## src/rtl/uart_pkg.sv

```systemverilog
// rtl/uart_pkg.sv - shared UART baud select encodings and half-period helper
package uart_pkg;

  localparam int unsigned DEFAULT_CLK_FREQ = 50_000_000;

  typedef enum logic [1:0] {
    BAUD_SEL_2400  = 2'b00,
    BAUD_SEL_4800  = 2'b01,
    BAUD_SEL_9600  = 2'b10,
    BAUD_SEL_19200 = 2'b11
  } baud_sel_e;

  // round(clk_freq / (2*baud)) in integer arithmetic
  function automatic int unsigned half_period(input int unsigned clk_freq,
                                              input int unsigned baud);
    return (clk_freq + baud) / (2 * baud);
  endfunction

endpackage

```

## src/rtl/toggle_divider.sv

```systemverilog
// rtl/toggle_divider.sv - counts half_count clocks then toggles div_out
module toggle_divider #(
  parameter int unsigned CNT_W = 14
) (
  input  logic             clock,
  input  logic             reset_n,
  input  logic [CNT_W-1:0] half_count,
  input  logic             restart,
  output logic             div_out
);

  logic [CNT_W-1:0] cnt_q, cnt_d;
  logic             div_q, div_d;
  logic [CNT_W:0]   cnt_inc;

  // Terminal test on the widened increment covers cnt >= half_count-1 without wrapping
  always_comb begin
    cnt_inc = {1'b0, cnt_q} + {{CNT_W{1'b0}}, 1'b1};
    cnt_d   = cnt_inc[CNT_W-1:0];
    div_d   = div_q;
    if (restart) begin
      cnt_d = '0;
    end else if (cnt_inc >= {1'b0, half_count}) begin
      cnt_d = '0;
      div_d = ~div_q;
    end
  end

  always_ff @(posedge clock or negedge reset_n) begin
    if (!reset_n) begin
      cnt_q <= '0;
      div_q <= 1'b0;
    end else begin
      cnt_q <= cnt_d;
      div_q <= div_d;
    end
  end

  assign div_out = div_q;

endmodule

```

## src/rtl/baud_rate_gen.sv

```systemverilog
// rtl/baud_rate_gen.sv - selectable 50%-duty baud clock for the UART transmitter
module baud_rate_gen
  import uart_pkg::*;
#(
  parameter int unsigned CLK_FREQ = DEFAULT_CLK_FREQ,
  parameter int unsigned BAUD_0   = 2400,
  parameter int unsigned BAUD_1   = 4800,
  parameter int unsigned BAUD_2   = 9600,
  parameter int unsigned BAUD_3   = 19200,
  parameter int unsigned CNT_W    = 14
) (
  input  logic       clock,
  input  logic       reset_n,
  input  logic [1:0] baud_rate,
  output logic       baud_clk
);

  localparam logic [CNT_W-1:0] HALF_0 = CNT_W'(half_period(CLK_FREQ, BAUD_0));
  localparam logic [CNT_W-1:0] HALF_1 = CNT_W'(half_period(CLK_FREQ, BAUD_1));
  localparam logic [CNT_W-1:0] HALF_2 = CNT_W'(half_period(CLK_FREQ, BAUD_2));
  localparam logic [CNT_W-1:0] HALF_3 = CNT_W'(half_period(CLK_FREQ, BAUD_3));

  logic [1:0]       baud_rate_q, baud_rate_d;
  logic [CNT_W-1:0] half_sel;
  logic             restart;

  always_comb begin
    baud_rate_d = baud_rate;
    half_sel    = HALF_0;
    case (baud_sel_e'(baud_rate))
      BAUD_SEL_2400:  half_sel = HALF_0;
      BAUD_SEL_4800:  half_sel = HALF_1;
      BAUD_SEL_9600:  half_sel = HALF_2;
      BAUD_SEL_19200: half_sel = HALF_3;
      default:        half_sel = HALF_0;
    endcase
  end

  // A new select restarts the count so the new half-period always runs in full
  assign restart = (baud_rate != baud_rate_q);

  always_ff @(posedge clock or negedge reset_n) begin
    if (!reset_n) begin
      baud_rate_q <= BAUD_SEL_2400;
    end else begin
      baud_rate_q <= baud_rate_d;
    end
  end

  toggle_divider #(
    .CNT_W(CNT_W)
  ) u_div (
    .clock      (clock),
    .reset_n    (reset_n),
    .half_count (half_sel),
    .restart    (restart),
    .div_out    (baud_clk)
  );

endmodule

```

## config.mk

```make
export PLATFORM = sky130hd
export DESIGN_NAME = baud_rate_gen
export DESIGN_NICKNAME = d
export VERILOG_FILES = /design/src/rtl/uart_pkg.sv /design/src/rtl/toggle_divider.sv /design/src/rtl/baud_rate_gen.sv
export SDC_FILE = /design/constraint.sdc
export NUM_CORES = 1
export LEC_CHECK = 0
export BUFFER_PORTS_ARGS = -buffer_cell sky130_fd_sc_hd__buf_2
export CAP_MARGIN = 40
export CORE_MARGIN = 1
export CORE_UTILIZATION = 34
export CTS_CLUSTER_DIAMETER = 40
export DETAILED_ROUTE_END_ITERATION = 16
export PLACE_DENSITY = 0.56
export SLEW_MARGIN = 5
export SYNTH_ARGS = -nofsm -noshare
export SYNTH_HDL_FRONTEND = slang
export SYNTH_SLANG_ARGS = --single-unit
```

## constraint.sdc

```tcl
create_clock -name clock -period 3.6 [get_ports clock]
set_clock_uncertainty 0.2 [all_clocks]
set_input_delay 0 -clock clock [delete_from_list [all_inputs] [get_ports clock]]
set_output_delay 0 -clock clock [all_outputs]
set_load 0.03 [all_outputs]
```

==> results of run 1 <==
[per-stage QoR]
step	instance area [um^2]	std cells	worst slack (ps)	hold WS (ps)
final	1480	205	419	280
after global routing	1480	205	213	293
after CTS	1480	205	448	278
after detailed placement	1380	196	468	-255
after global placement	1370	194	437	-262
after floorplan	1320	146	939	-496
[where the power goes]
| group | internal [W] | leakage, nW | switching [W] |
|---|---|---|---|
| Sequential | 0.000194 | 0.227 | 0.00000377 |
| Clock | 0.0000768 | 0.0255 | 0.0000674 |
| Combinational | 0.0000221 | 0.485 | 0.0000337 |
| Total | 0.000293 | 0.737 | 0.000105 |
[cell usage after synthesis, drive strengths merged]
cell type | number | area, um^2
nand2b | 1 | 6.26
nand4b | 2 | 17.5
xor2 | 9 | 78.8
buf | 2 | 22.5
nor2b | 2 | 12.5
dfrtp | 17 | 425
inv | 9 | 33.8
xnor2 | 5 | 43.8
ha | 21 | 263
nand3 | 6 | 30.0
mux2i | 1 | 10.0
nand4 | 4 | 40.0
clkbuf | 2 | 7.51
and3 | 2 | 12.5
nor2 | 6 | 22.5
nor4 | 2 | 27.5
nand2 | 20 | 75.1
o21ai | 5 | 25.0
nor4b | 1 | 8.76
a311o | 1 | 10.0
a21oi | 9 | 45.0
nor3 | 18 | 95.1
and2 | 1 | 6.26
[per-layer routing]
layer  GRT usage  part of all wire  wire, um  vias to the layer above
li1            -                 -         -                      531
met1       0.213              0.53      1460                      468
met2       0.232              0.42      1160                       13
met3      0.0393             0.019        53                        6
met4      0.0667             0.022        60                        0
met5           0                 0         0                        -
[kinds of logic after synthesis]
family / Yosys count / share of synthesized area
AO/OA/AOI/OAI: 15 / 0.0607
multiplexers: 1 / 0.00759
flip-flops: 17 / 0.323
buffers and inverters: 13 / 0.0484
XOR/XNOR: 14 / 0.0930
AND/OR/NAND/NOR: 65 / 0.269
adder cells (fa/ha/maj): 21 / 0.199
[cells in the final DEF (no fill, tap or decap), types with 6 or more instances in the layout]
| cell type | netlist | final |
|---|---|---|
| sky130_fd_sc_hd__a21oi_1 | 9 | 9 |
| sky130_fd_sc_hd__dfrtp_1 | 17 | 17 |
| sky130_fd_sc_hd__ha_1 | 21 | 21 |
| sky130_fd_sc_hd__inv_1 | 9 | 9 |
| sky130_fd_sc_hd__nand2_1 | 20 | 20 |
| sky130_fd_sc_hd__nand3_1 | 6 | 6 |
| sky130_fd_sc_hd__nor2_1 | 6 | 6 |
| sky130_fd_sc_hd__nor3_1 | 17 | 17 |
| sky130_fd_sc_hd__xor2_1 | 9 | 9 |
[path summary, 6_finish.rpt]
kind                              endpoint  slack (ps)  depth (start not counted)
max                         u_div.cnt_q[0]         420                          9
min                         baud_rate_q[0]         280                          2
max reg2reg                 u_div.cnt_q[0]         420                          9
min reg2reg                 u_div.cnt_q[0]         390                          1
max in group asynchronous  u_div.cnt_q[10]        1670                          4
min in group asynchronous   u_div.cnt_q[4]         480                          3
[flip-flops by register name (all words and copies together) (netlist names)]
name	cells
baud_rate_q	2
u_div.div_out	1
u_div.cnt_q	14
[final cells by class]
type / instances / share of cell area
Inverter: 9 / 0.0228
Sequential cell: 17 / 0.287
Timing Repair Buffer: 11 / 0.0575
Clock inverter: 1 / 0.00338
Clock buffer: 3 / 0.0279
Multi-Input combinational cell: 116 / 0.560
Tap cell: 48 / 0.0406
[worst max-delay path: cells and delay by family (launching register included)]
kind                     cells  cell delay (ps)
flip-flops                   1              450
AND/OR/NAND/NOR              4              900
XOR/XNOR                     1              260
adder cells (fa/ha/maj)      2              540
AO/OA/AOI/OAI                2              710
==> flow_metrics.py, run 1 <==
metrics = {
    "outcome": {
        "outcome": "finished clean",
    },
    "timing": {
        "report.final.slew_viol_count": 0,
        "slew-limit-headroom": 0.504,
        "fmaxAchievable_ghz": 0.314,
        "report.final.hold_viol_count": 0,
        "period_minus_slack_ps": 3180,
        "worst-slew-pin-transition_ps": 744,
        "timing.setup.tns_ps": 0,
        "final_min_period_over_clock_period": 0.884,
        "finalSetupViolations": 0,
        "unrepaired_setup_endpoints_after_global_routing": "no",
    },
    "routing": {
        "drc": 0,
        "detail_route.first_pass.iterations": 4,
        "totalWireLength_um": 2740,
        "detail_route.iter0.violations": 67,
        "dr_total_vias": 1018,
        "via_per_inst": 4.97,
        "ant_nets": 0,
        "routed_wire_length_per_instance_um": 13.4,
    },
    "clocking": {
        "cts_htree_levels": 1,
        "cts.path.max_buffers": 2,
        "post_cts_resized": 0,
        "cts_tree": "built",
        "cts.hold.buffers_added": 5,
        "reg_clk_slew_reported_paths_ps": 60,
        "cts_num_sinks": 17,
        "clk_latency_ps": 260,
        "cts_setup_buffers": 0,
        "cts_buffers": 3,
        "cts.root.buffer_cell": "sky130_fd_sc_hd__clkbuf_8",
    },
    "setup_path": {
        "worst_setup_path_end_kind": "flop",
        "timing.critical_path.arrival_ps": 3120,
        "timing.critical_path.cells": "ha_1 -> nand2_1 -> nor4_4 -> xor2_1 -> ha_1 -> a21oi_1 -> nor2b_1 -> a311o_1 -> nor4b_1",
        "timing.critical_path.slowest_cell_delay_ps": 560,
        "worstReg2RegStart": "u_div.cnt_q[0]",
        "crit_fanout": 16,
        "timing.critical_path.from_type": "flop",
        "highest_delay_cell_along_the_critical_path": "sky130_fd_sc_hd__a311o_1",
        "timing.critical_path.from": "u_div.cnt_q[0]",
        "critical-path-top-cell-by-count": "sky130_fd_sc_hd__ha_1",
        "worstPathRequired_ps": 3540,
        "timing.setup.critical_path_class": "flop to flop",
    },
    "floorplanning": {
        "die_area_um2": 4130,
        "initial_core_util": 0.358,
        "die_height_um": 64.3,
        "rows": 22,
        "design.portCount": 5,
        "x_dimension_of_the_die_um": 64.3,
        "coreArea_um2": 3690,
    },
    "global_route": {
        "grt_antenna_before_repair": 0,
        "grt_pass1_vias": 1033,
        "grt_pass1_wl_um": 4890,
        "grt_util_all_layers": 0.156,
        "grt_remaining_overflow": 0,
        "largest_net_degree_at_the_start_of_global_routing": 17,
    },
    "place": {
        "port_buffers": 4,
        "routabilityCongestion": 0.844,
        "detailed_place_hpwl_um": 2100,
    },
    "layout": {
        "n_antenna_cell": 0,
        "finalNetCount": 183,
        "fillerInstances": 385,
        "area_delta_synth_final_pct": 12.2,
        "post_route_cells_drive_above_1_share": 0.0828,
        "seqCellArea_um2": 425,
        "fin_util": 0.401,
        "multiInputGateArea_um2": 830,
    },
    "pwr": {
        "ir_drop_mv": 0.144,
        "power_w": 0.000398,
        "p_per_area_nw_per_um2": 269,
        "leakagePower_nw": 0.737,
    },
    "logic_synthesis": {
        "synth_cell_types": 26,
        "synth_fp_nets": 171,
        "synth_cells": 146,
        "ff_latch_count_synth": 17,
        "synth.cell_area_um2": 1320,
        "yosysSeqAreaShare": 0.323,
        "yosys_warnings": 0,
        "synth.avg_cell_area_um2": 9.03,
    },
    "flow_run": {
        "drv.max_cap_violation_count": 0,
    },
    "min_path": {
        "hp-class": "primary input to flop",
        "hp-start": "baud_rate[0]",
    },
}
Power figures use the tool's default switching activity.
==> run 2, diff against run 1 <==
- PLACE_DENSITY: 0.56 -> not set
- PLACE_DENSITY_LB_ADDON: not set -> 0.08
==> flow_metrics.py, run 2 (synthesis results as in run 1) <==
metrics = {
    "setup_path": {
        "worst_setup_path_end_kind": "flop",
        "crit_fanout": 16,
        "timing.critical_path.arrival_ps": 3050,
        "worstReg2RegStart": "u_div.cnt_q[0]",
        "worstPathRequired_ps": 3530,
        "worstReg2RegEnd": "u_div.div_out",
        "timing.setup.critical_path_class": "flop to flop",
        "timing.critical_path.from": "u_div.cnt_q[0]",
        "timing.critical_path.from_type": "flop",
        "timing.reg2reg.setup_slack_ps": 490,
        "r2r_cells": 10,
    },
    "layout": {
        "n_antenna_cell": 0,
        "mostFrequentLayoutCell": "sky130_fd_sc_hd__ha_1",
        "max_flop_register": "u_div.cnt_q",
        "fillerInstances": 385,
        "area_delta_synth_final_pct": 10.7,
        "layout_common_cells": "21 x sky130_fd_sc_hd__ha_1, 20 x sky130_fd_sc_hd__nand2_1, 17 x sky130_fd_sc_hd__nor3_1, 17 x sky130_fd_sc_hd__dfrtp_1",
        "largest_reg_flops": 14,
        "finalNetCount": 181,
        "post_route_cells_drive_above_1_share": 0.0839,
    },
    "pwr": {
        "leakagePower_nw": 0.729,
        "p_per_area_nw_per_um2": 275,
        "ir_drop_mv": 0.139,
    },
    "clocking": {
        "cts.root.buffer_cell": "sky130_fd_sc_hd__clkbuf_8",
        "cts_tree": "built",
        "cts_num_sinks": 17,
        "cts_buffers": 3,
        "reg_clk_slew_reported_paths_ps": 70,
        "clk_latency_ps": 260,
        "cts.path.max_buffers": 2,
        "cts_htree_levels": 1,
    },
    "routing": {
        "routed_wire_length_per_instance_um": 14.0,
        "drc": 0,
        "totalWireLength_um": 2830,
        "detail_route.iter0.violations": 51,
        "via_per_inst": 5.00,
        "detail_route.first_pass.iterations": 4,
        "dr_total_vias": 1016,
        "ant_nets": 0,
    },
    "floorplanning": {
        "design.portCount": 5,
        "x_dimension_of_the_die_um": 64.3,
        "coreArea_um2": 3690,
        "die_height_um": 64.3,
        "die_area_um2": 4130,
        "rows": 22,
        "initial_core_util": 0.358,
    },
    "min_path": {
        "hp-class": "primary input to asynchronous set/reset pin",
    },
    "global_route": {
        "largest_net_degree_at_the_start_of_global_routing": 18,
        "global_route.usage.met2": 0.232,
        "met1_usage": 0.227,
        "grt_util_met3": 0.0214,
        "grt_util_all_layers": 0.156,
        "grt_remaining_overflow": 0,
        "grt_antenna_before_repair": 0,
        "globalRoute.busiestLayer": "met2",
        "grt_pass1_vias": 988,
        "grt_pass1_wl_um": 4930,
    },
    "place": {
        "routabilityCongestion": 0.804,
        "port_buffers": 4,
        "detailed_place_hpwl_um": 2240,
        "pre_cts_ws_ps": 532,
    },
    "timing": {
        "report.final.slew_viol_count": 0,
        "worst_hold_slack_ps": -5.29,
        "report.final.hold_viol_count": 17,
        "slew-limit-headroom": 0.522,
        "fmaxAchievable_ghz": 0.321,
        "final_min_period_over_clock_period": 0.864,
        "worst-slew-pin-transition_ps": 717,
        "unrepaired_setup_endpoints_after_global_routing": "no",
        "period_minus_slack_ps": 3110,
        "timing.setup.tns_ps": 0,
        "final.setup.worst_slack_ps": 489,
        "finalSetupViolations": 0,
    },
    "outcome": {
        "outcome": "finished with violations",
        "violations": "negative hold slack",
    },
    "flow_run": {
        "drv.max_cap_violation_count": 0,
    },
}
==> run 2: what timing repair did <==
action	CTS	global route
setup endpoints to repair	0	0
hold buffers	3	0
buffers inserted	0	0
resized for setup	0	0
endpoints found under the hold margin	19	0
==> run 2: how the worst max path moves through the flow <==
stage	endpoint	cells past startpoint
after floorplan	u_div.cnt_q[10]	11
after global placement	u_div.cnt_q[10]	10
after detailed placement	u_div.cnt_q[0]	9
after CTS	u_div.cnt_q[0]	9
after global routing	u_div.cnt_q[8]	10
final	u_div.div_out	10
==> run 2: report_power, final <==
group	total, W	internal, W	leakage, nW	switching (W)
Combinational	0.0000548	0.0000211	0.477	0.0000337
Sequential	0.000197	0.000194	0.227	0.00000334
Clock	0.000150	0.0000770	0.0255	0.0000730
==> run 2: layer usage <==
layer | up-vias | share of wire
met2 | 13 | 0.44
met4 | 0 | 0.016
met5 | - | 0
met3 | 5 | 0.029
met1 | 474 | 0.51
li1 | 524 | -
==> run 2: through the flow <==
step / power [W] / util / std cells / area, um^2
after floorplan: 0.000234 / - / 146 / 1320
after global placement: 0.000252 / 0.371 / 194 / 1370
after detailed placement: 0.000254 / 0.375 / 196 / 1380
after CTS: 0.000408 / 0.396 / 203 / 1460
after global routing: 0.000425 / 0.396 / 203 / 1460
final: 0.000402 / 0.396 / 203 / 1460
==> run 2: area by class of cell <==
type	instances	area (um^2)	area share
flip-flops and latches	17	425	0.291
clock buffers	3	41.3	0.0283
well taps	48	60.1	0.0411
inverters	9	33.8	0.0231
repair buffers	9	65.1	0.0446
multi-input cells	116	830	0.568
clock inverters	1	5.00	0.00343
==> run 2: worst max-delay path, cell delays in order (launching register included) <==
cell                       delay [ps]
sky130_fd_sc_hd__dfrtp_1          430
sky130_fd_sc_hd__ha_1             260
sky130_fd_sc_hd__nand2_1          160
sky130_fd_sc_hd__nor4_4           290
sky130_fd_sc_hd__xor2_1           240
sky130_fd_sc_hd__ha_1             280
sky130_fd_sc_hd__a21oi_1          150
sky130_fd_sc_hd__nor2b_1           60
sky130_fd_sc_hd__a311o_1          570
sky130_fd_sc_hd__mux2i_1          230
sky130_fd_sc_hd__nand4b_1         120
==> run 3, diff against run 2 <==
- REMOVE_ABC_BUFFERS: not set -> 1
- SYNTH_HIERARCHICAL: not set -> 1
==> flow_metrics.py, run 3 <==
metrics = {
    "outcome": {
        "outcome": "finished with violations",
        "violations": "negative hold slack",
    },
    "floorplanning": {
        "design.portCount": 5,
        "coreArea_um2": 3720,
        "die_area_um2": 4170,
        "x_dimension_of_the_die_um": 64.6,
        "initial_core_util": 0.358,
        "die_height_um": 64.6,
        "rows": 22,
    },
    "logic_synthesis": {
        "synthTopCellsByCount": "21 x sky130_fd_sc_hd__ha_1, 18 x sky130_fd_sc_hd__inv_1, 17 x sky130_fd_sc_hd__dfrtp_1, 17 x sky130_fd_sc_hd__nand2_1, 13 x sky130_fd_sc_hd__nor2_1",
        "synth_cells": 150,
        "yosysTopAreaCellShare": 0.320,
        "synthMostInstantiatedCell": "sky130_fd_sc_hd__ha_1",
        "netlist.top_cell.by_area": "sky130_fd_sc_hd__dfrtp_1",
        "yosys_warnings": 6,
        "ys_top_cells_by_area": "sky130_fd_sc_hd__dfrtp_1 32%, sky130_fd_sc_hd__ha_1 20%, sky130_fd_sc_hd__xnor2_1 7.2%",
        "async_sr_flop_fraction": 1.00,
        "synth.cell_area_um2": 1330,
        "synth_cell_types": 30,
        "synth_enable_flop_cells": 0,
        "postSynth.topFlopCell": "sky130_fd_sc_hd__dfrtp_1",
        "synth.avg_cell_area_um2": 8.88,
        "yosysSeqAreaShare": 0.320,
        "ff_latch_count_synth": 17,
    },
    "clocking": {
        "cts.path.max_buffers": 2,
        "cts.root.buffer_cell": "sky130_fd_sc_hd__clkbuf_8",
        "cts_setup_buffers": 0,
        "post_cts_resized": 0,
        "cts_tree": "built",
        "clk_latency_ps": 250,
        "cts_htree_levels": 1,
        "cts_num_sinks": 17,
        "reg_clk_slew_reported_paths_ps": 70,
        "cts_buffers": 3,
    },
    "setup_path": {
        "worst_setup_path_end_kind": "flop",
        "timing.setup.critical_path_class": "flop to flop",
        "crit_fanout": 11,
        "timing.critical_path.arrival_ps": 2810,
        "timing.critical_path.slowest_cell_delay_ps": 410,
        "worstPathRequired_ps": 3560,
        "cp_top_family": "simple AND/OR/NAND/NOR gates",
        "timing.critical_path.cells": "and4_1 -> nand3_1 -> nor2_1 -> xor2_1 -> ha_1 -> a21oi_1 -> nand3_1 -> nor2_1 -> o211ai_1 -> buf_4 -> nor3b_1",
        "timing.critical_path.from_type": "flop",
        "highest_delay_cell_along_the_critical_path": "sky130_fd_sc_hd__dfrtp_1",
        "cp_num_buf_inv": 1,
    },
    "pwr": {
        "relative_contribution_of_the_clock_network_to_total_power": 0.354,
        "seq_power_share": 0.499,
        "leakagePower_nw": 0.715,
        "combPwrFrac": 0.147,
        "power_switching_share": 0.251,
        "p_per_area_nw_per_um2": 271,
        "netSwitchingPower_w": 0.0000990,
        "p_int_w": 0.000296,
        "ir_drop_mv": 0.207,
    },
    "timing": {
        "slew-limit-headroom": 0.745,
        "worst-slew-pin-transition_ps": 383,
        "finalSetupViolations": 0,
        "timing.setup.tns_ps": 0,
        "period_minus_slack_ps": 2860,
        "worst_hold_slack_ps": -0.535,
        "fmaxAchievable_ghz": 0.350,
        "report.final.slew_viol_count": 0,
        "unrepaired_setup_endpoints_after_global_routing": "no",
        "final_min_period_over_clock_period": 0.794,
        "report.final.hold_viol_count": 2,
    },
    "flow_run": {
        "drv.max_cap_violation_count": 0,
    },
    "layout": {
        "finalNetCount": 184,
        "largest_reg_flops": 14,
        "layout_common_cells": "21 x sky130_fd_sc_hd__ha_1, 18 x sky130_fd_sc_hd__inv_1, 17 x sky130_fd_sc_hd__nand2_1, 17 x sky130_fd_sc_hd__dfrtp_1, 13 x sky130_fd_sc_hd__nor2_1",
        "area_delta_synth_final_pct": 9.68,
        "max_flop_register": "u_div/cnt_q",
        "fin_util": 0.393,
        "n_antenna_cell": 0,
        "mostFrequentLayoutCell": "sky130_fd_sc_hd__ha_1",
        "post_route_cells_drive_above_1_share": 0.0759,
    },
    "place": {
        "routabilityCongestion": 0.781,
        "port_buffers": 4,
        "detailed_place_hpwl_um": 2050,
    },
    "routing": {
        "routed_wire_length_per_instance_um": 12.3,
        "dr_total_vias": 973,
        "detail_route.first_pass.iterations": 4,
        "totalWireLength_um": 2540,
        "ant_nets": 0,
        "drc": 0,
        "detail_route.iter0.violations": 21,
        "via_per_inst": 4.72,
    },
    "global_route": {
        "largest_net_degree_at_the_start_of_global_routing": 18,
        "grt_remaining_overflow": 0,
        "grt_util_all_layers": 0.150,
        "grt_pass1_wl_um": 4700,
        "grt_antenna_before_repair": 0,
        "grt_pass1_vias": 1013,
    },
    "min_path": {
        "hp-class": "primary input to asynchronous set/reset pin",
    },
}
## run 3: cell types whose count changed after synthesis, sizes merged, moves of 3 or more
cell   before  now
o21ai       5    2
nor2        6   13
nand2      20   17
and4        0    4
nor3       18    2
xor2        9    3
xnor2       5   11
inv         9   18
nor2b       2    5
nand3       6    9
## run 3: path summary, 6_finish.rpt
path / to / slack (ps) / cells past startpoint / from
min in group clock: baud_rate_q[0] / 260 / 2 / baud_rate[0]
worst max register to register: u_div/cnt_q[0] / 740 / 11 / u_div/cnt_q[2]
worst min-delay path: baud_rate_q[1] / -0.5 / 2 / reset_n
max in group asynchronous: u_div/cnt_q[5] / 2920 / 2 / reset_n
worst max-delay path: u_div/cnt_q[0] / 740 / 11 / u_div/cnt_q[2]
worst min register to register: u_div/cnt_q[0] / 330 / 1 / u_div/cnt_q[0]
## run 3: cells by family after synthesis
family / count (synthesis) / share of synthesized area
adder cells (fa/ha/maj): 21 / 0.197
AO/OA/AOI/OAI: 13 / 0.0592
AND/OR/NAND/NOR: 63 / 0.256
buffers and inverters: 22 / 0.0761
XOR/XNOR: 14 / 0.0921
flip-flops: 17 / 0.320
## run 3: what timing repair did
action | CTS | global route
hold buffers | 3 | 0
hold endpoints to repair | 19 | 0
endpoints found under the setup margin | 0 | 0
## run 3: metrics by stage
stage / total power, W / instances / setup WS [ps] / hold WS [ps] / instance area (um^2)
finish: 0.000395 / 206 / 743 / -0.535 / 1460
detailed placement: 0.000257 / 199 / 729 / -247 / 1390
global route: 0.000426 / 206 / 343 / 44.5 / 1460
CTS: 0.000407 / 206 / 681 / 16.2 / 1460
global placement: 0.000255 / 198 / 506 / -245 / 1380
floorplan: 0.000238 / 146 / 883 / -496 / 1300
## run 3: power groups by stage
stage / combinational (W) / sequential, W / clock [W]
2_1_floorplan: 0.0000378 / 0.000200 / 0
3_3_place_gp: 0.0000544 / 0.000201 / 0
3_5_place_dp: 0.0000563 / 0.000201 / 0
4_1_cts: 0.0000591 / 0.000197 / 0.000151
5_1_grt: 0.0000699 / 0.000198 / 0.000159
6_report: 0.0000579 / 0.000197 / 0.000140
## run 3: layer usage
metal / vias to the layer above / wire (um) / track usage
met2: 7 / 1200 / 0.255
met1: 449 / 1260 / 0.189
met4: 0 / 23 / 0.0333
met3: 2 / 52 / 0.0370
met5: - / 0 / 0
li1: 515 / - / -
## run 3: layout make-up
type / count / area (um^2)
Tap cell: 48 / 60.1
Multi-Input combinational cell: 111 / 805
Timing Repair Buffer: 8 / 57.6
Sequential cell: 17 / 425
Inverter: 18 / 67.6
Fill cell: 404 / 2260
Clock buffer: 4 / 45.0
